==> config.mk <==
export PLATFORM = sky130hd
export DESIGN_NAME = dm_gpr_access
export DESIGN_NICKNAME = d
export VERILOG_FILES = /design/src/rtl/dm_gpr_access.sv
export SDC_FILE = /design/constraint.sdc
export NUM_CORES = 1
export LEC_CHECK = 0
export CORE_UTILIZATION = 30
export CTS_BUF_LIST = sky130_fd_sc_hd__clkbuf_8
export CTS_CLUSTER_DIAMETER = 40
export DETAILED_ROUTE_END_ITERATION = 8
export HOLD_SLACK_MARGIN = 0.03
export PLACE_DENSITY = 0.54
export SETUP_SLACK_MARGIN = 0.15
export SYNTH_ARGS = -nofsm -noshare
export SYNTH_HDL_FRONTEND = slang
export SYNTH_SLANG_ARGS = --single-unit
==> constraint.sdc <==
create_clock -name clk_i -period 3.9 [get_ports clk_i]
set_input_delay 0.585 -clock clk_i [delete_from_list [all_inputs] [get_ports clk_i]]
set_output_delay 0.585 -clock clk_i [all_outputs]
set_load 0.02 [all_outputs]
==> src/rtl/dm_gpr_access.sv <==
// ---------------------------------------------------------------------------
// dm_gpr_access
//
// Debug-module access path to the core general purpose register file.
// The module accepts one GPR read/write command at a time. It halts the core,
// waits for the halt to be acknowledged (bounded by HALT_TIMEOUT), performs
// a single-cycle access through the register file debug port, and then holds
// the response until the requester consumes it.
//
// Optional feature (macro DM_AUTOINC_EN):
//   Adds cmd_autoinc_i. When it is high, the target address comes from an
//   internal pointer instead of cmd_addr_i. After every successful access
//   the pointer moves to the next register, wrapping from 31 to 1 and never
//   pointing at x0. A timed-out command leaves the pointer unchanged.
//
// Ports:
//   clk_i, rst_n_i        clock, synchronous active-low reset
//   cmd_valid_i/ready_o   command handshake
//   cmd_we_i              1 = write, 0 = read
//   cmd_addr_i            target GPR index
//   cmd_wdata_i           write data
//   cmd_autoinc_i         (DM_AUTOINC_EN only) use the internal pointer
//   rsp_valid_o/ready_i   response handshake
//   rsp_rdata_o           read data (0 for writes and errors)
//   rsp_err_o             halt timeout, no access performed
//   halt_req_o            core halt request
//   halted_i              core halted acknowledge
//   jtag_en_o/addr_o/data_o  register file debug write port
//   jtag_data_i           register file combinational debug read data
// ---------------------------------------------------------------------------
`ifndef REG_ADDR_BUS
`define REG_ADDR_BUS 4:0
`endif
`ifndef REG_DATA_BUS
`define REG_DATA_BUS 31:0
`endif

module dm_gpr_access #(
    parameter int unsigned HALT_TIMEOUT = 255
) (
    input  logic                 clk_i,
    input  logic                 rst_n_i,
    input  logic                 cmd_valid_i,
    output logic                 cmd_ready_o,
    input  logic                 cmd_we_i,
    input  logic [`REG_ADDR_BUS] cmd_addr_i,
    input  logic [`REG_DATA_BUS] cmd_wdata_i,
`ifdef DM_AUTOINC_EN
    input  logic                 cmd_autoinc_i,
`endif
    output logic                 rsp_valid_o,
    input  logic                 rsp_ready_i,
    output logic [`REG_DATA_BUS] rsp_rdata_o,
    output logic                 rsp_err_o,
    output logic                 halt_req_o,
    input  logic                 halted_i,
    output logic                 jtag_en_o,
    output logic [`REG_ADDR_BUS] jtag_addr_o,
    output logic [`REG_DATA_BUS] jtag_data_o,
    input  logic [`REG_DATA_BUS] jtag_data_i
);

    typedef enum logic [1:0] {
        S_IDLE   = 2'd0,
        S_HALT   = 2'd1,
        S_ACCESS = 2'd2,
        S_RESP   = 2'd3
    } state_t;

    state_t                 r_state;
    state_t                 w_state_next;
    logic [31:0]            r_cnt;
    logic                   r_we;
    logic [`REG_ADDR_BUS]   r_addr;
    logic [`REG_DATA_BUS]   r_wdata;
    logic [`REG_DATA_BUS]   r_rdata;
    logic                   r_err;
    logic                   w_timeout;

    assign w_timeout = (r_cnt == HALT_TIMEOUT);

`ifdef DM_AUTOINC_EN
    localparam logic [`REG_ADDR_BUS] ADDR_ONE = 1;
    localparam logic [`REG_ADDR_BUS] ADDR_MAX = '1;

    logic [`REG_ADDR_BUS] r_ptr;
    logic [`REG_ADDR_BUS] w_ptr_next;
    logic [`REG_ADDR_BUS] w_cmd_addr;

    // Next register after the one just accessed; x0 is never a target.
    assign w_ptr_next = (r_addr == ADDR_MAX) ? ADDR_ONE : (r_addr + ADDR_ONE);
    assign w_cmd_addr = cmd_autoinc_i ? r_ptr : cmd_addr_i;
`else
    logic [`REG_ADDR_BUS] w_cmd_addr;
    assign w_cmd_addr = cmd_addr_i;
`endif

    // State register and datapath registers.
    always_ff @(posedge clk_i) begin
        if (!rst_n_i) begin
            r_state <= S_IDLE;
            r_cnt   <= '0;
            r_we    <= 1'b0;
            r_addr  <= '0;
            r_wdata <= '0;
            r_rdata <= '0;
            r_err   <= 1'b0;
`ifdef DM_AUTOINC_EN
            r_ptr   <= ADDR_ONE;
`endif
        end else begin
            r_state <= w_state_next;
            case (r_state)
                S_IDLE: begin
                    if (cmd_valid_i) begin
                        r_we    <= cmd_we_i;
                        r_addr  <= w_cmd_addr;
                        r_wdata <= cmd_wdata_i;
                        r_cnt   <= '0;
                        r_rdata <= '0;
                        r_err   <= 1'b0;
                    end
                end
                S_HALT: begin
                    if (!halted_i) begin
                        if (w_timeout) begin
                            r_err <= 1'b1;
                        end else begin
                            r_cnt <= r_cnt + 32'd1;
                        end
                    end
                end
                S_ACCESS: begin
                    // Read data from the file is combinational, so it is
                    // captured at the edge that closes the access cycle.
                    if (!r_we) begin
                        r_rdata <= jtag_data_i;
                    end
`ifdef DM_AUTOINC_EN
                    r_ptr <= w_ptr_next;
`endif
                end
                default: ;
            endcase
        end
    end

    // Next-state logic and state-decoded outputs.
    always_comb begin
        w_state_next = r_state;
        cmd_ready_o  = 1'b0;
        halt_req_o   = 1'b0;
        rsp_valid_o  = 1'b0;
        jtag_en_o    = 1'b0;
        jtag_addr_o  = '0;
        jtag_data_o  = '0;
        case (r_state)
            S_IDLE: begin
                cmd_ready_o = 1'b1;
                if (cmd_valid_i) begin
                    w_state_next = S_HALT;
                end
            end
            S_HALT: begin
                halt_req_o = 1'b1;
                if (halted_i) begin
                    w_state_next = S_ACCESS;
                end else if (w_timeout) begin
                    w_state_next = S_RESP;
                end
            end
            S_ACCESS: begin
                halt_req_o   = 1'b1;
                jtag_addr_o  = r_addr;
                if (r_we) begin
                    jtag_en_o   = 1'b1;
                    jtag_data_o = r_wdata;
                end
                w_state_next = S_RESP;
            end
            S_RESP: begin
                halt_req_o  = 1'b1;
                rsp_valid_o = 1'b1;
                if (rsp_ready_i) begin
                    w_state_next = S_IDLE;
                end
            end
            default: w_state_next = S_IDLE;
        endcase
    end

    assign rsp_rdata_o = r_rdata;
    assign rsp_err_o   = r_err;

endmodule

==> metrics.yaml <==
status: "finished, final reports clean"
fin_skew_ps: 11.6
setup_viol: 0
cts_max_path_buffers: 2
grt_pass1_wl_mm: 22.0
clkPwrFrac_pct: 23.7
syn-cell-area_sq_um: 4770
p_seq_share_pct: 41.3
path_class: "reg -> out"
maxSlewViolCount: 0
grtUsageTotal_pct: 17.1
die-width_um: 128
synth-seq-cells: 105
antenna_found_initial: 1
slew_headroom_pct: 20.8
antenna_left: 0
routed_wl_mm: 13.8
grt_pass1_vias: 4271
io_pins: 149
tns_ps: 0
ir_worst_vdd_v: 0.000294
drc_errors: 0
syn2layout_area_growth_pct: 39.4
synth-edff-count: 0
cap_viol_max_count: 0
fin_cells: 931
ys_warn_count: 0
hold_viol_final: 0
power_frac_comb_pct: 35.0
cts_buffers: 9
grt_max_degree: 52
switching_power_mw: 1.19
cp.arrival_ps: 2570
cts_setup_buffers: 0
firstDrtPassIters: 5
switching_share_pct: 37.9
crit_fanout: 51
syn_nets: 667
p_leak_nw: 2.37
vias_per_cell: 4.86
root_buffer: "clkbuf_8"
start_kind: "flop"
netlist_instances: 587
tightest_slew_ps: 1190
die_area_sq_um: 16400
yosysTopAreaCellShare_pct: 44.1
drt-initial-drc-count: 302
ys_seq_area_share_pct: 44.1
hpwl_mm: 9.58
initial_utilization_pct: 31.0
place_inst: 914
synth.avg_cell_area_sq_um: 8.12
finalCritPeriodShare_pct: 80.9
min_period_ps: 3150
yosysTopAreaCell: "dfxtp_1"
p_per_area_nw_per_um2: 471
cp-end-kind: "output port"
drive_above_1_share_pct: 4.73
rows: 45
fmax_mhz: 317
place_congestion: 0.783
yosysMostFrequentCell: "nand2_1"
core_sq_um: 15400
rsz0062_at_grt: "no"
clk_latency_ps: 390
min_path_type: "reg -> reg"
final_nets: 794
async_reset_ff_share_pct: 0
cp.required_ps: 3310
yosysUniqueCellTypes: 44
hold_buffers: 0
tritoncts: "yes"
post_cts_resized: 0
cts_max_level: 3
whs_ps: 464
clk_pin_slew_ps: 90
clkSinkCount: 105
fp.dieH_um: 128
vias: 4526
grt_overflow_total: 0
portBuffers: 148
wl_per_cell_um: 14.8
ys.flop_type: "dfxtp_1"
ys_top_cells_by_count: "121 x nand2_1, 105 x dfxtp_1, 70 x a21boi_0"
synth_area_leaders: "dfxtp_1 44%, a21boi_0 11%, nand2_1 9.5%, nand3_1 5.5%, and3_1 4.7%"
p_int_mw: 1.94
power by group through the flow:
stage | clock, mW | combinational, mW | sequential [mW]
floorplan | 0 | 0.655 | 1.34
global placement | 0 | 1.10 | 1.31
detailed placement | 0 | 1.11 | 1.32
CTS | 0.772 | 1.11 | 1.29
global route | 0.816 | 1.22 | 1.31
finish | 0.741 | 1.10 | 1.29
stage by stage:
stage	power [mW]	setup WS, ps	util [%]	area [sq um]
floorplan	1.99	1600	-	4770
global placement	2.41	1130	41.8	6430
detailed placement	2.42	1110	41.8	6430
CTS	3.17	669	43.2	6640
global route	3.34	576	43.2	6650
finish	3.13	746	43.2	6650
worst max-delay path: stages (launching register included):
cell             delay (ps)
dfxtp_1                 340
inv_1                   120
ha_2                    770
and2_1                  320
clkdlybuf4s50_1         630
final timing paths:
check | startpoint | to | slack (ps) | cells after the start
max | r_state[0] | jtag_en_o | 750 | 4
min | rsp_rdata_o[3] | rsp_rdata_o[3] | 460 | 2
max reg2reg | r_state[0] | rsp_rdata_o[27] | 1230 | 8
min reg2reg | rsp_rdata_o[3] | rsp_rdata_o[3] | 460 | 2
layout by cell type, fill, tap and decap left out, drive strengths merged, types with 4 or more instances in the layout:
cell type,synthesis,final
nand2,121,121
clkdlybuf4s50,0,147
nor4,7,7
dfxtp,105,105
a21boi,70,70
a31oi,4,4
clkbuf,37,9
a21oi,17,17
and2,8,8
nor2,22,22
inv,8,10
and3,36,36
o21ai,17,17
buf,5,11
or3,13,13
xor2,10,10
ha,5,5
nand3,52,52
mux2i,4,4
nand4,14,14
registers in the layout (all words and copies together) (netlist names):
signal,cells
r_wdata,32
r_we,1
r_state,2
r_cnt,32
rsp_rdata_o,32
rsp_err_o,1
r_addr,5
routing by layer:
| layer | routed length, um | global-route usage [%] |
|---|---|---|
| met3 | 685 | 4.38 |
| met5 | 0 | 0 |
| met1 | 6050 | 20.4 |
| met4 | 374 | 7.06 |
| met2 | 6650 | 29.0 |
area by class of cell:
class,count,area [sq um]
well taps,211,264
multi-input cells,432,2480
fillers,1533,8730
clock inverters,7,87.6
flip-flops and latches,105,2100
diodes,1,2.50
repair buffers,158,1550
inverters,8,30.0
clock buffers,9,124
cell families after synthesis:
kind of cell / Yosys count / share of synthesized area (%)
simple gates: 291 / 29.8
compound gates: 121 / 17.9
flops: 105 / 44.1
buf+inv: 50 / 4.09
xor+xnor: 11 / 2.02
fa+ha+maj: 5 / 1.31
mux: 4 / 0.840
Power figures use the tool's default switching activity.
